<file path="src/rtl/sram_bridge_pkg.sv">
// sram_bridge_pkg: shared types and helpers for the CPU-byte to SRAM-word bridge
package sram_bridge_pkg;
    typedef enum logic [1:0] {IDLE, ISSUE, RWAIT, DONE} state_t;
    localparam int LANES  = 4;
    localparam int BYTE_W = 8;
    function automatic logic [LANES-1:0] lane_onehot(input logic [1:0] lane);
        return 4'b0001 << lane;
    endfunction
endpackage

</file>
<file path="src/rtl/sram_lane_mux.sv">
// sram_lane_mux: selects one byte lane out of a 32-bit word
module sram_lane_mux
    import sram_bridge_pkg::*;
(
    input  logic [LANES*BYTE_W-1:0] word,
    input  logic [1:0]              lane,
    output logic [BYTE_W-1:0]       sel
);
    assign sel = word[lane*BYTE_W +: BYTE_W];
endmodule

</file>
<file path="src/rtl/sram_byte_bridge.sv">
// sram_byte_bridge: byte-wide req/ack CPU port onto a 32-bit byte-enabled SRAM port
module sram_byte_bridge
    import sram_bridge_pkg::*;
#(
    parameter int WORD_AW      = 11,
    parameter int READ_LATENCY = 1
) (
    input  logic                      clk,
    input  logic                      reset_n,
    input  logic                      cpu_req,
    input  logic                      cpu_we,
    input  logic [WORD_AW+1:0]        cpu_addr,
    input  logic [BYTE_W-1:0]         cpu_wdata,
    output logic [BYTE_W-1:0]         cpu_rdata,
    output logic                      cpu_ack,
    output logic [WORD_AW-1:0]        sram_address,
    output logic [LANES-1:0]          sram_byteenable,
    output logic                      sram_chipselect,
    output logic                      sram_write,
    output logic [LANES*BYTE_W-1:0]   sram_writedata,
    output logic                      sram_clken,
    input  logic [LANES*BYTE_W-1:0]   sram_readdata
);
    state_t state;
    logic req_d, live, we;
    logic [WORD_AW+1:0] addr_q;
    logic [BYTE_W-1:0] wdata_q, sel;
    logic [1:0] cnt;
    logic accept, done_ok;
    assign accept  = state == IDLE && cpu_req && !req_d;
    // live drops for good once req falls mid-access, so a late re-rise never earns an ack
    assign done_ok = cpu_req && live;
    sram_lane_mux u_mux (.word(sram_readdata), .lane(addr_q[1:0]), .sel(sel));
    always_ff @(posedge clk or negedge reset_n) begin
        if (!reset_n) begin
            state           <= IDLE;
            req_d           <= 1'b1;
            live            <= 1'b0;
            we              <= 1'b0;
            addr_q          <= '0;
            wdata_q         <= '0;
            cnt             <= '0;
            cpu_rdata       <= '0;
            cpu_ack         <= 1'b0;
            sram_address    <= '0;
            sram_byteenable <= '0;
            sram_chipselect <= 1'b0;
            sram_write      <= 1'b0;
            sram_writedata  <= '0;
            sram_clken      <= 1'b0;
        end else begin
            req_d           <= cpu_req;
            live            <= accept || (live && cpu_req);
            sram_clken      <= 1'b1;
            sram_chipselect <= state == ISSUE;
            sram_write      <= state == ISSUE && we;
            if (state == ISSUE) begin
                sram_address    <= addr_q[WORD_AW+1:2];
                sram_byteenable <= lane_onehot(addr_q[1:0]);
                sram_writedata  <= {LANES{wdata_q}};
            end
            case (state)
                IDLE: if (accept) begin
                    state   <= ISSUE;
                    we      <= cpu_we;
                    addr_q  <= cpu_addr;
                    wdata_q <= cpu_wdata;
                end
                ISSUE: begin
                    state <= we ? DONE : RWAIT;
                    cnt   <= '0;
                end
                RWAIT: if (cnt == 2'(READ_LATENCY)) begin
                    cpu_rdata <= sel;
                    cpu_ack   <= done_ok;
                    state     <= done_ok ? DONE : IDLE;
                end else begin
                    cnt <= cnt + 2'd1;
                end
                DONE: begin
                    cpu_ack <= done_ok;
                    state   <= done_ok ? DONE : IDLE;
                end
            endcase
        end
    end
endmodule
</file>
<file path="config.mk">
export PLATFORM = sky130hd
export DESIGN_NAME = sram_byte_bridge
export DESIGN_NICKNAME = d
export VERILOG_FILES = /design/src/rtl/sram_bridge_pkg.sv /design/src/rtl/sram_lane_mux.sv /design/src/rtl/sram_byte_bridge.sv
export SDC_FILE = /design/constraint.sdc
export NUM_CORES = 1
export LEC_CHECK = 0
export ABC_AREA = 1
export CELL_PAD_IN_SITES_DETAIL_PLACEMENT = 0
export CELL_PAD_IN_SITES_GLOBAL_PLACEMENT = 2
export CORE_ASPECT_RATIO = 0.6
export CORE_MARGIN = 2
export CORE_UTILIZATION = 21
export DETAILED_ROUTE_END_ITERATION = 7
export PLACE_DENSITY = 0.8
export SETUP_SLACK_MARGIN = 0.2
export SYNTH_ARGS = -nofsm -noshare
export SYNTH_HDL_FRONTEND = slang
export SYNTH_SLANG_ARGS = --single-unit
</file>
<file path="constraint.sdc">
create_clock -name clk -period 1.2 [get_ports clk]
set_input_delay 0.24 -clock clk [delete_from_list [all_inputs] [get_ports clk]]
set_output_delay 0.24 -clock clk [all_outputs]
set_load 0.02 [all_outputs]
</file>
==> qor.yml <==
outcome:
  status: "finished clean"
global_routing:
  grt_pass1_wl_um: 13200
  grt_pass1_vias: 2558
  antenna_found_initial: 0
  grt_usage: 0.118
  overflow: 0
  grt_max_degree: 28
clock_tree:
  clkSinkCount: 63
  insertion_delay_ps: 330
  clk_pin_slew_ps: 60
  ctsHtreeMaxLevel: 3
  clockRootBuffer: "clkbuf_16"
  cts_tree: "done"
  cts_inserted_buffers: 9
  clockBufferDepth: 2
floorplanning:
  fp.dieArea_um2: 14600
  io_pins: 116
  core_area_um2: 13500
  initial_utilization: 0.212
  rows: 33
  die_h_um: 94.5
  die_width_um: 155
worst_setup_path:
  crit_type: "reg -> reg"
  cp-start-kind: "flip-flop"
  critPathArrivalTime_ps: 1460
  crit_required_ps: 1460
  cp-end-kind: "flip-flop"
  worstPathMaxFanout: 8
logic_synthesis:
  netlist_area_um2: 2870
  synth_nets: 406
  ys_ff_latch: 63
  ys_async_sr_fraction: 1.00
  synthDistinctLibCells: 24
  synth_ff_type: "dfrtp_1"
  syn_avg_cell_area_um2: 8.24
  yosysSeqAreaShare: 0.550
  ys_warn_count: 0
  synth_edf_count: 0
  synthCells: 348
power:
  p_comb_frac: 0.544
  p_clk_frac: 0.184
  power_density_nw_per_um2: 2790
  power_leakage_nw: 2.59
  power.share.switching: 0.395
  p_seq_frac: 0.271
  vdd_drop_max_uv: 916
  p_switching_w: 0.00588
  internal_power_w: 0.00902
job:
  cap_viol_max_count: 0
cells_and_area:
  fin_cells: 670
  drive_above_1_share: 0.448
  nets: 549
  synthToLayoutAreaGrowth_pct: 85.9
  finalInstanceArea_um2: 5330
  insertedDiodeCount: 0
  fin_util: 0.395
timing:
  report.final.hold_viol_count: 0
  rsz0062_at_grt: "true"
  clock_skew_ps: 6.36
  timing.fmax_mhz: 837
  finalSetupViolations: 0
  post-route-min-period_ps: 1190
  fin_crit_sh: 0.995
  slew_viol_final: 0
routing:
  drc: 0
  wirelength_um: 8320
  drt_pass1_iterations: 6
  ant_nets: 0
  routed_via_density: 3.89
  wl_per_cell_um: 12.4
  drt-initial-drc-count: 54
  num_vias: 2603
placement:
  io_buffer_count: 115
  place_area_um2: 4210
  gp_congestion: 0.733
  hpwl_um: 5790
  dp_cells: 621
min_path:
  min_path_type: "in -> async"
[sequential cells by signal, indices dropped and copies added (netlist names)]
| register | cells |
|---|---|
| sram_clken | 1 |
| addr_q | 13 |
| sram_byteenable | 4 |
| cnt | 2 |
| state | 2 |
| sram_write | 1 |
| sram_writedata | 8 |
| cpu_rdata | 8 |
| req_d | 1 |
| we | 1 |
| live | 1 |
| sram_chipselect | 1 |
| sram_address | 11 |
| cpu_ack | 1 |
| wdata_q | 8 |
[final cells by class]
cell class              count  area (µm²)
multi-input cells         228        1310
clock inverters             6        86.3
clock buffers               9         225
flip-flops and latches     63        1590
fillers                  1316        8170
inverters                  20        97.6
well taps                 175         219
repair buffers            169        1800
[metal layers]
| layer | vias up | part of all wire | GRT usage |
|---|---|---|---|
| met3 | 10 | 0.056 | 0.0395 |
| met1 | 1185 | 0.51 | 0.173 |
| met4 | 0 | 0.0096 | 0.0347 |
| met5 | - | 0 | 0 |
| met2 | 72 | 0.42 | 0.160 |
| li1 | 1336 | - | - |
[cells in the final DEF (no fill, tap or decap), types with 2 or more instances in the layout]
| cell | n |
|---|---|
| a21oi_2 | 6 |
| o21ai_1 | 11 |
| dfrtp_2 | 10 |
| inv_2 | 2 |
| o31ai_4 | 3 |
| o21ai_2 | 2 |
| clkbuf_16 | 10 |
| dfrtp_1 | 52 |
| a21oi_1 | 7 |
| inv_4 | 4 |
| nor2_4 | 7 |
| inv_1 | 13 |
| buf_6 | 63 |
| buf_4 | 35 |
| buf_8 | 5 |
| nor2_1 | 5 |
| clkinv_2 | 2 |
| nand3_1 | 9 |
| clkdlybuf4s50_1 | 54 |
| nor2_2 | 6 |
| buf_12 | 7 |
| nand2_4 | 11 |
| nand2_1 | 117 |
| nand2_2 | 34 |
| bufinv_16 | 2 |
[Yosys cell counts (2+ instances only)]
cell | count | share of area
a21oi_1 | 13 | 0.023
buf_2 | 6 | 0.010
buf_4 | 27 | 0.071
clkbuf_1 | 4 | 0.0052
dfrtp_1 | 62 | 0.54
inv_1 | 16 | 0.021
inv_2 | 3 | 0.0039
nand2_1 | 161 | 0.21
nand3_1 | 11 | 0.019
nor2_1 | 15 | 0.020
nor2_2 | 2 | 0.0044
o21ai_0 | 13 | 0.023
o31ai_1 | 4 | 0.010
[logic make-up after synthesis]
group / share of synthesized area
flops: 0.550
simple gates: 0.274
buf+inv: 0.113
fa+ha+maj: 0.00436
compound gates: 0.0580
other cells: 0.00131
[final timing paths]
| check | from | end | slack [ps] | cells past startpoint |
|---|---|---|---|---|
| worst max-delay path | state[1] | cpu_rdata[4] | 6 | 6 |
| worst min-delay path | reset_n | sram_chipselect | 340 | 2 |
| worst max register to register | state[1] | cpu_rdata[4] | 6 | 6 |
| worst min register to register | addr_q[9] | addr_q[9] | 480 | 2 |
| max in group asynchronous | reset_n | req_d | 370 | 3 |
| min in group clk | cpu_req | req_d | 340 | 2 |
[worst max-delay path, cell delays in order, from the launching register on]
cell and delay, ps:
dfrtp_2 420, inv_4 70, buf_12 120, nor3_4 230
buf_6 170, nand2_1 60, nand2_1 50
[metrics by stage]
step,setup WS [ps],total power [W],hold WS [ps],TNS [ps]
4_1_cts,22.4,0.0134,329,0
5_1_grt,-56.2,0.0159,335,-650
2_1_floorplan,16.4,0.00753,-55.6,0
3_3_place_gp,-296,0.00974,145,-9100
6_report,5.65,0.0149,342,0
3_5_place_dp,-311,0.00981,149,-9780
[power groups by stage]
stage	sequential, W	clock, W	combinational, W
3_5_place_dp	0.00375	0	0.00606
5_1_grt	0.00418	0.00290	0.00880
2_1_floorplan	0.00426	0	0.00327
4_1_cts	0.00384	0.00283	0.00672
6_report	0.00404	0.00274	0.00811
3_3_place_gp	0.00372	0	0.00602
[timing repair]
| item | 4_1_cts | 5_1_grt |
|---|---|---|
| pin swaps | 7 | 8 |
| setup buffers | 18 | 12 |
| endpoints found under the setup margin | 119 | 119 |
| hold buffers | 1 | 0 |
| resized for setup | 357 | 135 |
| gates cloned | 2 | 1 |
| endpoints found under the hold margin | 7 | 0 |
Note: power is estimated with default switching activity, not from simulation.
